File: config.mk
export PLATFORM = sky130hd
export DESIGN_NAME = uart_rx_param
export DESIGN_NICKNAME = d
export VERILOG_FILES = /design/src/rtl/uart_pkg.sv /design/src/rtl/uart_baud_tick.sv /design/src/rtl/uart_rx_param.sv
export SDC_FILE = /design/constraint.sdc
export NUM_CORES = 1
export LEC_CHECK = 0
export ABC_CLOCK_PERIOD_IN_PS = 2100
export BUFFER_PORTS_ARGS = -buffer_cell sky130_fd_sc_hd__buf_4
export CORE_AREA = 2 2 73 75
export DETAILED_ROUTE_END_ITERATION = 10
export DIE_AREA = 0 0 75 77
export PLACE_DENSITY = 0.75
export SLEW_MARGIN = 0
export SYNTH_ARGS = -nofsm -noshare
export SYNTH_HDL_FRONTEND = slang
export SYNTH_SLANG_ARGS = --single-unit
File: constraint.sdc
create_clock -name Clk -period 2.1 [get_ports Clk]
set_input_delay 0.315 -clock Clk [delete_from_list [all_inputs] [get_ports Clk]]
set_output_delay 0.315 -clock Clk [all_outputs]
set_load 0.01 [all_outputs]
File: src/rtl/uart_pkg.sv
// -----------------------------------------------------------------------------
// uart_pkg
// Items shared by the parametrised UART blocks:
//   - parity mode constants (PARITY_NONE / PARITY_ODD / PARITY_EVEN)
//   - receiver FSM state encoding (rx_state_e)
//   - divisor width and oversampling rate
//   - div_calc(clk, baud): rounded clocks-per-sample divisor
//   - BAUD_TABLE / baud_div(): selectable line rates indexed by a 3-bit code
//   - majority3(): 2-of-3 vote used for the per-bit decision
// -----------------------------------------------------------------------------
package uart_pkg;

    localparam int PARITY_NONE = 0;
    localparam int PARITY_ODD  = 1;
    localparam int PARITY_EVEN = 2;

    // Samples per bit period; the bit decision uses samples 7, 8 and 9.
    localparam int OVERSAMPLE_RATE = 16;

    // Wide enough for slow line rates on fast clocks.
    localparam int DIV_W = 16;

    // Line rates selectable at run time; codes 5..7 alias the fastest rate.
    localparam int BAUD_TABLE [8] = '{9600, 19200, 38400, 57600,
                                      115200, 115200, 115200, 115200};

    typedef enum logic [2:0] {
        ST_IDLE      = 3'd0,
        ST_START     = 3'd1,
        ST_DATA      = 3'd2,
        ST_PARITY    = 3'd3,
        ST_STOP      = 3'd4,
        ST_WAIT_IDLE = 3'd5
    } rx_state_e;

    // round(clk / (baud * 16)), never below 1 so the tick counter stays legal.
    function automatic int div_calc(input longint clk, input longint baud);
        longint d;
        d = (clk + baud * 8) / (baud * OVERSAMPLE_RATE);
        if (d < 1) d = 1;
        return int'(d);
    endfunction

    // Divisor for a table entry at the given clock frequency.
    function automatic logic [DIV_W-1:0] baud_div(input int clk_hz, input logic [2:0] sel);
        return DIV_W'(div_calc(longint'(clk_hz), longint'(BAUD_TABLE[sel])));
    endfunction

    function automatic logic majority3(input logic a, input logic b, input logic c);
        return (a & b) | (a & c) | (b & c);
    endfunction

endpackage

File: src/rtl/uart_baud_tick.sv
// -----------------------------------------------------------------------------
// uart_baud_tick
// Oversampling tick generator: emits a one-cycle tick every 'div' clocks while
// enabled. 'clear' restarts the count so the first tick lands exactly 'div'
// clocks later (used to phase-align sampling to a detected start edge).
// Ports:
//   clk    in   system clock, rising edge
//   reset  in   synchronous active-high reset
//   clear  in   restart the count (takes priority over enable)
//   enable in   count while high
//   div    in   clocks per tick (>= 1)
//   tick   out  one-cycle pulse at the end of each tick period
// -----------------------------------------------------------------------------
module uart_baud_tick
    import uart_pkg::*;
(
    input  logic             clk,
    input  logic             reset,
    input  logic             clear,
    input  logic             enable,
    input  logic [DIV_W-1:0] div,
    output logic             tick
);

    logic [DIV_W-1:0] cnt_q, cnt_d;

    always_comb begin
        cnt_d = cnt_q;
        tick  = 1'b0;
        if (clear) begin
            cnt_d = '0;
        end else if (enable) begin
            // '>=' also recovers if div shrinks below the running count.
            if (cnt_q >= div - DIV_W'(1)) begin
                cnt_d = '0;
                tick  = 1'b1;
            end else begin
                cnt_d = cnt_q + DIV_W'(1);
            end
        end
    end

    always_ff @(posedge clk) begin
        if (reset) begin
            cnt_q <= '0;
        end else begin
            cnt_q <= cnt_d;
        end
    end

endmodule

File: src/rtl/uart_rx_param.sv
// -----------------------------------------------------------------------------
// uart_rx_param
// Parametrised asynchronous serial receiver: DATA_BITS data bits (LSB first),
// optional odd/even parity, 1 or 2 stop bits, 16x oversampling with a 2-of-3
// vote on samples 7, 8, 9 of every bit.
//
// Optional feature (macro UART_RX_BAUD_SET_EN):
//   defined   -> extra input Baud_set[2:0] picks the line rate from a table
//                (9600/19200/38400/57600/115200, codes 5..7 = 115200) at
//                CLK_FREQ; BAUD is ignored. Baud_set is latched only in IDLE.
//   undefined -> divisor fixed from BAUD.
//
// Ports:
//   Clk        in   system clock, rising edge
//   Reset      in   synchronous active-high reset
//   uart_rx    in   asynchronous serial line, idle high
//   Baud_set   in   [2:0] line-rate select (only with UART_RX_BAUD_SET_EN)
//   Rx_Data    out  [DATA_BITS-1:0] last received data, held until next frame
//   Rx_Done    out  one-cycle pulse: frame complete, outputs updated
//   Parity_Err out  parity mismatch of the last frame (0 without parity)
//   Frame_Err  out  a stop bit of the last frame voted low
//   Busy       out  high from confirmed start bit until the frame ends
// -----------------------------------------------------------------------------
module uart_rx_param
    import uart_pkg::*;
#(
    parameter int CLK_FREQ    = 50000000,
    parameter int BAUD        = 9600,
    parameter int DATA_BITS   = 8,
    parameter int PARITY_MODE = 0,
    parameter int STOP_BITS   = 1,
    parameter int OVERSAMPLE  = 16
) (
    input  logic                 Clk,
    input  logic                 Reset,
    input  logic                 uart_rx,
`ifdef UART_RX_BAUD_SET_EN
    input  logic [2:0]           Baud_set,
`endif
    output logic [DATA_BITS-1:0] Rx_Data,
    output logic                 Rx_Done,
    output logic                 Parity_Err,
    output logic                 Frame_Err,
    output logic                 Busy
);

    localparam int SAMPLE_W = $clog2(OVERSAMPLE);
    localparam logic [SAMPLE_W-1:0] SAMPLE_7 = SAMPLE_W'(7);
    localparam logic [SAMPLE_W-1:0] SAMPLE_8 = SAMPLE_W'(8);
    localparam logic [SAMPLE_W-1:0] SAMPLE_9 = SAMPLE_W'(9);
    localparam logic [3:0] LAST_DATA = 4'(DATA_BITS - 1);
    localparam logic [3:0] LAST_STOP = 4'(STOP_BITS - 1);
    localparam logic PAR_ON     = (PARITY_MODE == PARITY_ODD) || (PARITY_MODE == PARITY_EVEN);
    localparam logic PAR_INVERT = (PARITY_MODE == PARITY_ODD);

    // Synchroniser (sync1, sync2) plus a history flop for edge detection.
    logic sync1_q, sync1_d;
    logic sync2_q, sync2_d;
    logic sync3_q, sync3_d;

    rx_state_e              state_q, state_d;
    logic [SAMPLE_W-1:0]    sample_cnt_q, sample_cnt_d;
    logic [3:0]             bit_cnt_q, bit_cnt_d;
    logic                   s7_q, s7_d;
    logic                   s8_q, s8_d;
    logic [DATA_BITS-1:0]   shift_q, shift_d;
    logic                   par_err_acc_q, par_err_acc_d;
    logic                   frame_err_acc_q, frame_err_acc_d;

    logic [DATA_BITS-1:0]   rx_data_q, rx_data_d;
    logic                   rx_done_q, rx_done_d;
    logic                   parity_err_q, parity_err_d;
    logic                   frame_err_q, frame_err_d;
    logic                   busy_q, busy_d;

    logic                   line;
    logic                   fall;
    logic                   vote;
    logic [SAMPLE_W-1:0]    sample_nxt;
    logic                   tick;
    logic                   tick_clear;
    logic [DIV_W-1:0]       tick_div;

`ifdef UART_RX_BAUD_SET_EN
    logic [DIV_W-1:0] div_q, div_d;
    assign tick_div = div_q;
`else
    localparam logic [DIV_W-1:0] FIXED_DIV = DIV_W'(div_calc(longint'(CLK_FREQ), longint'(BAUD)));
    assign tick_div = FIXED_DIV;
`endif

    assign line       = sync2_q;
    assign fall       = sync3_q & ~sync2_q;
    assign sample_nxt = sample_cnt_q + SAMPLE_W'(1);
    // s9 is the live line at the sample-9 tick; s7/s8 were captured earlier.
    assign vote       = majority3(s7_q, s8_q, line);

    uart_baud_tick u_tick (
        .clk    (Clk),
        .reset  (Reset),
        .clear  (tick_clear),
        .enable (state_q != ST_IDLE),
        .div    (tick_div),
        .tick   (tick)
    );

    always_comb begin
        sync1_d         = uart_rx;
        sync2_d         = sync1_q;
        sync3_d         = sync2_q;
        state_d         = state_q;
        sample_cnt_d    = sample_cnt_q;
        bit_cnt_d       = bit_cnt_q;
        s7_d            = s7_q;
        s8_d            = s8_q;
        shift_d         = shift_q;
        par_err_acc_d   = par_err_acc_q;
        frame_err_acc_d = frame_err_acc_q;
        rx_data_d       = rx_data_q;
        rx_done_d       = 1'b0;
        parity_err_d    = parity_err_q;
        frame_err_d     = frame_err_q;
        busy_d          = busy_q;
        tick_clear      = 1'b0;
`ifdef UART_RX_BAUD_SET_EN
        div_d           = div_q;
`endif

        case (state_q)
            ST_IDLE: begin
`ifdef UART_RX_BAUD_SET_EN
                // Rate is latched only between frames.
                div_d = baud_div(CLK_FREQ, Baud_set);
`endif
                if (fall) begin
                    state_d         = ST_START;
                    sample_cnt_d    = '0;
                    bit_cnt_d       = '0;
                    par_err_acc_d   = 1'b0;
                    frame_err_acc_d = 1'b0;
                    tick_clear      = 1'b1;
                end
            end

            ST_WAIT_IDLE: begin
                if (line) state_d = ST_IDLE;
            end

            default: begin
                // Every bit-level state decides at sample 9 and moves on
                // mid-bit; the following sample 7/8 captures belong to the
                // next bit because the counter wraps at 16.
                if (tick) begin
                    sample_cnt_d = sample_nxt;
                    if (sample_nxt == SAMPLE_7) s7_d = line;
                    if (sample_nxt == SAMPLE_8) s8_d = line;
                    if (sample_nxt == SAMPLE_9) begin
                        if (state_q == ST_START) begin
                            if (!vote) begin
                                state_d = ST_DATA;
                                busy_d  = 1'b1;
                            end else begin
                                state_d = ST_IDLE;   // glitch, no outputs
                            end
                        end else if (state_q == ST_DATA) begin
                            shift_d = {vote, shift_q[DATA_BITS-1:1]};
                            if (bit_cnt_q == LAST_DATA) begin
                                bit_cnt_d = '0;
                                state_d   = PAR_ON ? ST_PARITY : ST_STOP;
                            end else begin
                                bit_cnt_d = bit_cnt_q + 4'd1;
                            end
                        end else if (state_q == ST_PARITY) begin
                            par_err_acc_d = (vote != ((^shift_q) ^ PAR_INVERT));
                            state_d       = ST_STOP;
                        end else begin
                            frame_err_acc_d = frame_err_acc_q | ~vote;
                            if (bit_cnt_q == LAST_STOP) begin
                                rx_data_d    = shift_q;
                                parity_err_d = PAR_ON & par_err_acc_q;
                                frame_err_d  = frame_err_acc_q | ~vote;
                                rx_done_d    = 1'b1;
                                busy_d       = 1'b0;
                                bit_cnt_d    = '0;
                                // Leaving at mid-stop lets a zero-gap frame
                                // start on the very next falling edge.
                                state_d      = line ? ST_IDLE : ST_WAIT_IDLE;
                            end else begin
                                bit_cnt_d = bit_cnt_q + 4'd1;
                            end
                        end
                    end
                end
            end
        endcase
    end

    always_ff @(posedge Clk) begin
        if (Reset) begin
            sync1_q         <= 1'b1;
            sync2_q         <= 1'b1;
            sync3_q         <= 1'b1;
            state_q         <= ST_IDLE;
            sample_cnt_q    <= '0;
            bit_cnt_q       <= '0;
            s7_q            <= 1'b0;
            s8_q            <= 1'b0;
            shift_q         <= '0;
            par_err_acc_q   <= 1'b0;
            frame_err_acc_q <= 1'b0;
            rx_data_q       <= '0;
            rx_done_q       <= 1'b0;
            parity_err_q    <= 1'b0;
            frame_err_q     <= 1'b0;
            busy_q          <= 1'b0;
`ifdef UART_RX_BAUD_SET_EN
            div_q           <= baud_div(CLK_FREQ, 3'd0);
`endif
        end else begin
            sync1_q         <= sync1_d;
            sync2_q         <= sync2_d;
            sync3_q         <= sync3_d;
            state_q         <= state_d;
            sample_cnt_q    <= sample_cnt_d;
            bit_cnt_q       <= bit_cnt_d;
            s7_q            <= s7_d;
            s8_q            <= s8_d;
            shift_q         <= shift_d;
            par_err_acc_q   <= par_err_acc_d;
            frame_err_acc_q <= frame_err_acc_d;
            rx_data_q       <= rx_data_d;
            rx_done_q       <= rx_done_d;
            parity_err_q    <= parity_err_d;
            frame_err_q     <= frame_err_d;
            busy_q          <= busy_d;
`ifdef UART_RX_BAUD_SET_EN
            div_q           <= div_d;
`endif
        end
    end

    assign Rx_Data    = rx_data_q;
    assign Rx_Done    = rx_done_q;
    assign Parity_Err = (PARITY_MODE == PARITY_NONE) ? 1'b0 : parity_err_q;
    assign Frame_Err  = frame_err_q;
    assign Busy       = busy_q;

endmodule

==> results.yml <==
run_status:
  status: "finished, violations left"
  violations: "setup timing"
yosys:
  yosys.area_share.simple_pct: 22.2
  syn_area_per_cell_sq_um: 8.79
  synth_top_family_by_area: "simple AND/OR/NAND/NOR gates"
  postSynthCellCount: 278
  synth_edf_count: 0
  synthesis.nets: 290
  seq_area_frac_synth_pct: 42.6
  synth.distinct_cells: 61
  synth-xor-area-share_pct: 2.51
  synth_compound_area_share_pct: 15.9
  syn_area_sq_um: 2440
  yosysWarnings: 0
  synthFlopType: "dfxtp_1"
  synthAdderAreaFrac_pct: 5.02
  ys_ff_latch: 52
  synth.area.mux_share_pct: 7.42
  async_flop_share_pct: 0
drt:
  drt_pass1_iterations: 4
  wl_per_cell_um: 13.1
  vias: 2024
  drc: 0
  via_per_inst: 5.43
  drt_iter0_markers: 72
  ant_nets: 0
  totalWireLength_mm: 4.88
grt:
  grt.overflow.total: 0
  track_usage_pct: 17.7
  grt_pass1_wl_mm: 8.07
  antenna_found_initial: 0
  grt_use_met1_pct: 22.8
  grt_max_degree: 31
  grt_busiest_layer: "met2"
  grt_use_met3_pct: 3.68
  grt_util_met2_pct: 28.4
  grt_pass1_vias: 1896
floorplanning:
  core-area_sq_um: 4980
  dieArea_sq_um: 5780
  die_y_um: 77
  rows: 26
  die_w_um: 75
  start_util_pct: 49.1
  ios: 15
clocking:
  clk_pin_slew_ns: 0.11
  cts.path.max_buffers: 2
  cts_max_level: 2
  numCtsBuffers: 5
  cts_tree: "yes"
  clk_latency_ns: 0.31
  cts_root_buffer: "clkbuf_8"
  numClockSinks: 52
setup_path:
  critPathRequiredTime_ns: 2.35
  end_kind: "flip-flop"
  max_stage_delay_ns: 0.42
  r2r_setup_slack_ns: -0.05
  crit_fanout: 6
  crit_path_frequent_cell: "or3b_4"
  setup.worst_path.class: "reg2reg"
  cpMaxStageDelayCell: "or3b_4"
  path_cells: "buf_6 -> inv_4 -> ha_4 -> or3b_4 -> a211oi_4 -> o221ai_4 -> or3b_4 -> a21oi_2"
  cp-start-kind: "flip-flop"
  crit_arrival_ns: 2.41
timing:
  worst_slack_ns: -0.0521
  post-route-period-util_pct: 102
  skew_ns: 0.0138
  drv_slew: 0
  final-hold-violation-count: 0
  fmax_ghz: 0.465
  setup_viol: 2
  rsz0062_at_grt: "true"
  period_minus_slack_ns: 2.15
finish:
  fillCellCount: 435
  drive_gt1_share_pct: 20.8
  syn2layout_area_growth_pct: 18.6
  seq_area_sq_um: 1040
  fin_cells: 373
  diodes: 0
  final_net_count: 314
  multi_input_area_sq_um: 1390
pwr:
  p_per_area_nw_per_um2: 685
  p_leak_uw: 0.00123
  ir_worst_vdd_v: 0.000379
placement:
  place_ws_ns: -0.0444
  portBuffers: 13
  gp_congestion: 0.823
  placed_cells: 363
  dp_hpwl_mm: 3.29
run:
  cap_violations: 0
min_path:
  hp-class: "in2reg"
## final timing paths
| kind | start | to | depth (start not counted) |
|---|---|---|---|
| hold / removal | uart_rx | sync1_q | 2 |
| setup reg to reg | sample_cnt_q[0] | bit_cnt_q[1] | 8 |
| setup / recovery | sample_cnt_q[0] | bit_cnt_q[1] | 8 |
| hold reg to reg | sync1_q | line | 1 |
## final cells by class
cell class                 instances  area share, %
inverter                          16           2.16
clock buffer                       5           2.37
multi-input combinational        201           47.9
tap                               70           3.02
timing repair buffer              26           7.56
sequential                        52           36.1
clock inverter                     3          0.950
## sequential cells by signal (all words and copies together), names as in the netlist
register / flops
shift_q: 8
state_q: 3
frame_err_acc_q: 1
Rx_Done: 1
Frame_Err: 1
bit_cnt_q: 4
Rx_Data: 8
sample_cnt_q: 4
s8_q: 1
line: 1
sync1_q: 1
sync3_q: 1
Busy: 1
s7_q: 1
u_tick.cnt_q: 16
## cell usage after synthesis (all sizes together), types with 2 or more instances
cell type | number | share of area [%]
or3 | 2 | 0.51
nand2 | 26 | 4.0
nor2b | 3 | 0.77
xor2 | 4 | 1.4
inv | 15 | 2.3
ha | 9 | 4.6
a22oi | 2 | 0.61
nor3b | 2 | 0.61
a41oi | 3 | 1.1
a211oi | 2 | 0.82
clkbuf | 6 | 0.92
o211ai | 3 | 0.92
o21a | 3 | 0.92
nand4 | 6 | 1.8
and3 | 2 | 0.51
xnor2 | 3 | 1.1
mux2i | 17 | 7.0
o22ai | 3 | 0.77
or2 | 3 | 0.77
nand3 | 6 | 1.2
a21oi | 8 | 1.8
buf | 3 | 0.82
dfxtp | 52 | 43
o311ai | 2 | 0.72
nor2 | 48 | 7.5
o2111ai | 2 | 0.72
nor3 | 5 | 1.0
o21ai | 4 | 0.82
a21o | 2 | 0.61
a31oi | 6 | 1.5
or3b | 2 | 0.82
nand2b | 3 | 0.77
## power by group
part           internal, uW  switching, uW
sequential             1000           22.5
combinational           133            225
clock                   245            356
## timing repair
action,4_1_cts,5_1_grt
hold endpoints to repair,0,0
setup endpoints to repair,19,42
pin swaps,2,6
hold buffers,0,0
gates resized for setup,1,22
buffers inserted,1,1
## cells by family (layout without fill, tap and decap cells)
logic type,Yosys count,in the layout
AOI/OAI and AO/OA,51,51
xor gates and xnor gates,7,7
adders and majority gates,10,10
buffers and inverters,25,50
DFF,52,52
muxes,18,18
other,1,1
and+or+nand+nor,114,114
## critical path, delay by kind of cell, from the launching register on
kind / cells / cell delay [ns]
simple gates: 2 / 0.83
flops: 1 / 0.34
compound gates: 3 / 0.61
buf+inv: 2 / 0.19
fa+ha+maj: 1 / 0.13
## placed cells by master (no fill, tap or decap), types with 6 or more instances in the layout
cell type,netlist,layout
dfxtp_1,52,49
nor2_1,47,47
nand2_1,26,25
buf_4,2,22
mux2i_1,17,16
inv_1,14,12
ha_1,9,7
a21oi_1,7,6
nand3_1,6,6
## per-layer routing
| metal | part of all wire [%] | wire length, um |
|---|---|---|
| met1 | 45 | 2210 |
| met4 | 1.3 | 61 |
| met5 | 0 | 0 |
| met2 | 50 | 2430 |
| met3 | 3.6 | 174 |
## stage by stage
step	TNS [ns]	hold slack, ns	area [sq um]	power, uW	utilization (%)
after CTS	-0.364	0.173	2790	1960	56.1
after detailed placement	-0.334	0.422	2680	1360	53.9
after global placement	-0.00240	0.395	2680	1360	53.9
after global routing	-2.56	0.169	2900	2080	58.2
after floorplan	0	0.389	2440	1270	-
final	-0.0683	0.174	2900	1980	58.2
No activity file was read; power rests on OpenSTA's default activity.
